$ cat src/rtl/cory_dist_if.sv
// Stream bundle for cory_dist: one tagged valid/ready input, R registered outputs.
// The slave modport is the distributor side, the master modport the producer/consumer side.
interface cory_dist_if #(
  parameter int N = 8,
  parameter int R = 2,
  parameter int D = R * N,
  parameter int S = (R > 1) ? $clog2(R) : 1
);
  logic         i_a_v;
  logic [N-1:0] i_a_d;
  logic [S-1:0] i_a_s;
  logic         i_a_b;
  logic         o_a_r;
  logic [R-1:0] o_zx_v;
  logic [D-1:0] o_zx_d;
  logic [R-1:0] i_zx_r;
  logic         o_err;

  modport slave (
    input  i_a_v, i_a_d, i_a_s, i_a_b, i_zx_r,
    output o_a_r, o_zx_v, o_zx_d, o_err
  );

  modport master (
    output i_a_v, i_a_d, i_a_s, i_a_b, i_zx_r,
    input  o_a_r, o_zx_v, o_zx_d, o_err
  );
endinterface

$ cat src/rtl/cory_dist.sv
// Single-stream to R-stream distributor with a one-entry register stage per output port.
// Optional broadcast to all ports is built only when CORY_DIST_BCAST_EN is defined.
module cory_dist #(
  parameter int N = 8,
  parameter int R = 2,
  parameter int D = R * N,
  parameter int S = (R > 1) ? $clog2(R) : 1
) (
  input  logic          clk,
  input  logic          reset,
  cory_dist_if.slave    bus
);
  localparam logic [S:0] R_LIM = (S + 1)'(R);

  logic [R-1:0]        buf_v_q, buf_v_d;
  logic [R-1:0][N-1:0] buf_d_q, buf_d_d;
  logic                err_q, err_d;

  logic [R-1:0] ld_ok_s;
  logic [R-1:0] load_s;
  logic         in_range_s;
  logic         bcast_s;
  logic         a_r_s;
  logic         xfer_s;

`ifdef CORY_DIST_BCAST_EN
  assign bcast_s = bus.i_a_b;
`else
  logic unused_bcast_s;
  assign unused_bcast_s = bus.i_a_b;
  assign bcast_s        = 1'b0;
`endif

  // Input acceptance, routing decision and next state of every port buffer.
  always_comb begin
    ld_ok_s    = ~buf_v_q | bus.i_zx_r;
    in_range_s = ({1'b0, bus.i_a_s} < R_LIM);
    a_r_s      = 1'b0;
    load_s     = '0;
    buf_v_d    = buf_v_q;
    buf_d_d    = buf_d_q;

    if (reset) begin
      a_r_s = 1'b0;
    end else if (bcast_s) begin
      a_r_s = &ld_ok_s;
    end else if (in_range_s) begin
      a_r_s = ld_ok_s[bus.i_a_s];
    end else begin
      // Out-of-range beats are swallowed so a bad tag can never wedge the input.
      a_r_s = 1'b1;
    end

    xfer_s = bus.i_a_v && a_r_s;

    if (xfer_s && bcast_s) begin
      load_s = '1;
    end else if (xfer_s && in_range_s) begin
      load_s = {{(R-1){1'b0}}, 1'b1} << bus.i_a_s;
    end else begin
      load_s = '0;
    end

    err_d = xfer_s && !bcast_s && !in_range_s;

    // A load wins over a drain, so load+drain in one cycle keeps the port valid.
    for (int k = 0; k < R; k++) begin
      if (load_s[k]) begin
        buf_v_d[k] = 1'b1;
        buf_d_d[k] = bus.i_a_d;
      end else if (buf_v_q[k] && bus.i_zx_r[k]) begin
        buf_v_d[k] = 1'b0;
        buf_d_d[k] = buf_d_q[k];
      end else begin
        buf_v_d[k] = buf_v_q[k];
        buf_d_d[k] = buf_d_q[k];
      end
    end
  end

  // Port buffers and the discard flag.
  always_ff @(posedge clk) begin
    if (reset) begin
      buf_v_q <= '0;
      buf_d_q <= '0;
      err_q   <= 1'b0;
    end else begin
      buf_v_q <= buf_v_d;
      buf_d_q <= buf_d_d;
      err_q   <= err_d;
    end
  end

  assign bus.o_a_r  = a_r_s;
  assign bus.o_zx_v = buf_v_q;
  assign bus.o_zx_d = buf_d_q;
  assign bus.o_err  = err_q;
endmodule
$ cat src/flat_wrapper.sv
// flat-port wrapper written by rule: the top's interface ports become plain ports
module cory_dist_flat 
#(
  parameter int N = 8,
  parameter int R = 2,
  parameter int D = R * N,
  parameter int S = (R > 1) ? $clog2(R) : 1
)
  (clk, reset, bus_i_a_v, bus_i_a_d, bus_i_a_s, bus_i_a_b, bus_i_zx_r, bus_o_a_r, bus_o_zx_v, bus_o_zx_d, bus_o_err);
  cory_dist_if #(.N(N), .R(R), .D(D), .S(S)) bus_i ();
  input  logic clk;
  input  logic reset;
  input wire logic [$bits(bus_i.i_a_v)-1:0] bus_i_a_v;
  input wire logic [$bits(bus_i.i_a_d)-1:0] bus_i_a_d;
  input wire logic [$bits(bus_i.i_a_s)-1:0] bus_i_a_s;
  input wire logic [$bits(bus_i.i_a_b)-1:0] bus_i_a_b;
  input wire logic [$bits(bus_i.i_zx_r)-1:0] bus_i_zx_r;
  output wire logic [$bits(bus_i.o_a_r)-1:0] bus_o_a_r;
  output wire logic [$bits(bus_i.o_zx_v)-1:0] bus_o_zx_v;
  output wire logic [$bits(bus_i.o_zx_d)-1:0] bus_o_zx_d;
  output wire logic [$bits(bus_i.o_err)-1:0] bus_o_err;
  assign bus_i.i_a_v = bus_i_a_v;
  assign bus_i.i_a_d = bus_i_a_d;
  assign bus_i.i_a_s = bus_i_a_s;
  assign bus_i.i_a_b = bus_i_a_b;
  assign bus_i.i_zx_r = bus_i_zx_r;
  assign bus_o_a_r = bus_i.o_a_r;
  assign bus_o_zx_v = bus_i.o_zx_v;
  assign bus_o_zx_d = bus_i.o_zx_d;
  assign bus_o_err = bus_i.o_err;
  cory_dist #(.N(N), .R(R), .D(D), .S(S)) u_core (.clk(clk), .reset(reset), .bus(bus_i));
endmodule
$ cat config.mk
export PLATFORM = sky130hd
export DESIGN_NAME = cory_dist_flat
export DESIGN_NICKNAME = d
export VERILOG_FILES = /design/src/rtl/cory_dist_if.sv /design/src/rtl/cory_dist.sv /design/src/flat_wrapper.sv
export SDC_FILE = /design/constraint.sdc
export NUM_CORES = 1
export LEC_CHECK = 0
export CORE_UTILIZATION = 30
export DETAILED_ROUTE_END_ITERATION = 6
export PLACE_DENSITY_LB_ADDON = 0.08
export SYNTH_ARGS = -nofsm -noshare
export SYNTH_HDL_FRONTEND = slang
export SYNTH_SLANG_ARGS = --single-unit
$ cat constraint.sdc
create_clock -name clk -period 1.5 [get_ports clk]
set_input_delay 0.3 -clock clk [delete_from_list [all_inputs] [get_ports clk]]
set_output_delay 0.3 -clock clk [all_outputs]
set_load 0.05 [all_outputs]
==> run metrics, run 1 <==
status finished, violations left; failing checks setup timing; TritonCTS Buffers 3; clock sinks 18; diodes inserted 0; Rows 18; grt total ovfl 0; CORE AREA 2540 µm²; drc violations 0; mux cell area share after synthesis roughly 14%; first-pass GRT wire length 3.01 mm; max cap viols 0; HPWL Detailed 1.32 mm; xor and xnor fraction of the mapped netlist area 0%; main combinational cell family by area after synthesis simple AND/OR/NAND/NOR gates; post-synthesis sequential area ratio 43.2%; total routed wirelength 1.81 mm; H-tree depth reported by CTS 1; Slew Limit Fails 0; worst-skew pair later-pin latency 0.30 ns; area grow syn2layout 76.3%; critical path class reg2out; VDD IR max 0.000578 V; CP Launch Type register; Critical Path Fanout Max 2; Synth Area in Simple Gates 20.2%; Pwr per Cell Area between 800 and 900 nW/µm²; Setup WS pre-CTS -0.217 ns; CTS tree yes; Fin Setup TNS -0.0157 ns; initial antenna violation count 0; most common cell after layout, fill and taps aside buf_12; DIE AREA 3000 µm²; Cells after Synth 77; fraction of the mapped netlist area in adder cells 0%; clock root cell clkbuf_4; Setup Viol. Count Final 1; gpl congestion 0.637; most frequent cells in the layout buf_12 (20), dfxtp_1 (16), nand2b_1 (9), clkdlybuf4s50_1 (9); die width 54.7 µm; count of cell types in the netlist 17; Die Ht 54.7 µm; largest net degree at the start of global routing 19; synthesized area 835 µm²; Tcrit/Tclk final 101%; Antenna Nets Post-Route 0; Min-Delay Path Class in2reg; Total Nets Final 130; DRT Pass-1 Iters 2; Synth Area in Compound Gates between 10% and 20%; power consumption 1.18 mW; RSZ-0062 raised after global routing true; final worst setup slack -0.0157 ns; clk_skew 0.00156 ns; endpoints failing hold 0; I/O Buffers 32; vias in the first global route 632; proportion of layout cells with a drive suffix above 1 42.1%; hold_ws roughly 0.49 ns; 1st-iter DRT viols 3; YS warnings 0; WP data arrival 1.22 ns; post-layout min period 1.52 ns; Mapped Nets 92; synthesis-stage register bit count 18; GRT Resource Usage Total approximately 15%; Initial Util 32.8%; hold buffer count at cts 0; Max Fclk between 0.6 and 0.7 GHz; vias per inst 4.64; Crit. End Element output port; deepest clock path buffer count 2; fillers 225; I/O Pins 35; Clock Pin Slew Worst Setup and Hold Paths 0.10 ns; CP required 1.20 ns; total number of vias roughly 670; P_leak 0.611 nW; Core Util, Final 57.8%; Syn Area/Cell about 11 µm²; drt wl/cell 12.6 µm
-- cell type report --
cell class / count / area [µm²] / area share (%)
well taps: 30 / 37.5 / 2.55
clock buffers: 4 / 36.3 / 2.47
flip-flops and latches: 18 / 365 / 24.8
multi-input cells: 52 / 454 / 30.9
repair buffers: 40 / 578 / 39.3
-- cell usage after synthesis --
library cell	n	area [µm²]
mux2_4	8	120
and3b_1	1	8.76
clkbuf_1	1	3.75
a21oi_2	1	8.76
a211oi_1	1	7.51
nor3b_4	1	18.8
a21oi_1	8	40.0
dfxtp_1	18	360
a31o_1	8	70.1
buf_4	1	7.51
buf_6	3	33.8
nand2b_1	10	62.6
nor2b_1	9	56.3
nor2_1	3	11.3
conb_1	1	3.75
nand2_4	1	11.3
buf_2	2	10.0
-- flip-flops by register name, indices dropped and copies added, names as in the netlist --
signal             cells
u_core.bus.o_zx_d     16
u_core.bus.o_zx_v      2
-- cell families (layout without fill, tap and decap cells) --
kind of cell           after synthesis  count (layout)
AOI/OAI and AO/OA                   18              18
buffers and inverters                7              44
DFF                                 18              18
muxes                                8               8
other                                1               1
and+or+nand+nor                     25              25
-- through the flow --
step                      cell area, µm²  instances
after floorplan                      850         77
after global placement              1400        138
after detailed placement            1400        138
after CTS                           1470        144
after global routing                1470        144
final                               1470        144
-- power breakdown --
group / internal [mW] / total, mW / switching [mW]
Sequential: 0.503 / 0.529 / 0.0261
Clock: 0.148 / 0.301 / 0.153
Combinational: 0.184 / 0.348 / 0.164
Total: 0.836 / 1.18 / 0.343
-- layer usage --
| metal | part of all wire [%] | up-vias | track usage (%) | wire length [µm] |
|---|---|---|---|---|
| met4 | 1.5 | 0 | 5.13 | 28 |
| met5 | 0 | - | 0 | 0 |
| met1 | 44 | 302 | 17.1 | 794 |
| li1 | - | 338 | - | - |
| met3 | 8.4 | 5 | 6.67 | 152 |
| met2 | 46 | 23 | 23.5 | 838 |
-- worst max-delay path, stage by stage (launching register included) --
cell	delay, ns
dfxtp_2	0.33
nor2b_4	0.13
a211oi_4	0.28
buf_12	0.17
-- repair_timing --
action,4_1_cts,5_1_grt
gates resized for setup,10,0
endpoints found under the setup margin,1,1
pin swaps,1,1
setup buffers,2,0
endpoints found under the hold margin,0,0
-- path summary, 6_finish.rpt --
path,startpoint,end,slack (ns),depth (start not counted)
hold / removal,bus_i_zx_r[1],u_core.bus.o_zx_v[1],0.49,4
setup reg to reg,u_core.bus.o_zx_v[0],u_core.bus.o_zx_d[4],0.36,4
setup / recovery,u_core.bus.o_zx_v[1],bus_o_a_r,-0.02,3
hold reg to reg,u_core.bus.o_zx_v[1],u_core.bus.o_zx_v[1],0.63,3
Note: power is estimated with default switching activity, not from simulation.
==> inputs of run 2 (changes only) <==
Settings changed: CTS_BUF_LIST set to sky130_fd_sc_hd__clkbuf_4 sky130_fd_sc_hd__clkbuf_8 sky130_fd_sc_hd__clkbuf_16, CTS_CLUSTER_DIAMETER set to 200.
==> results of run 2 <==
Final layout, timing and power as in run 1 (identical DEF).
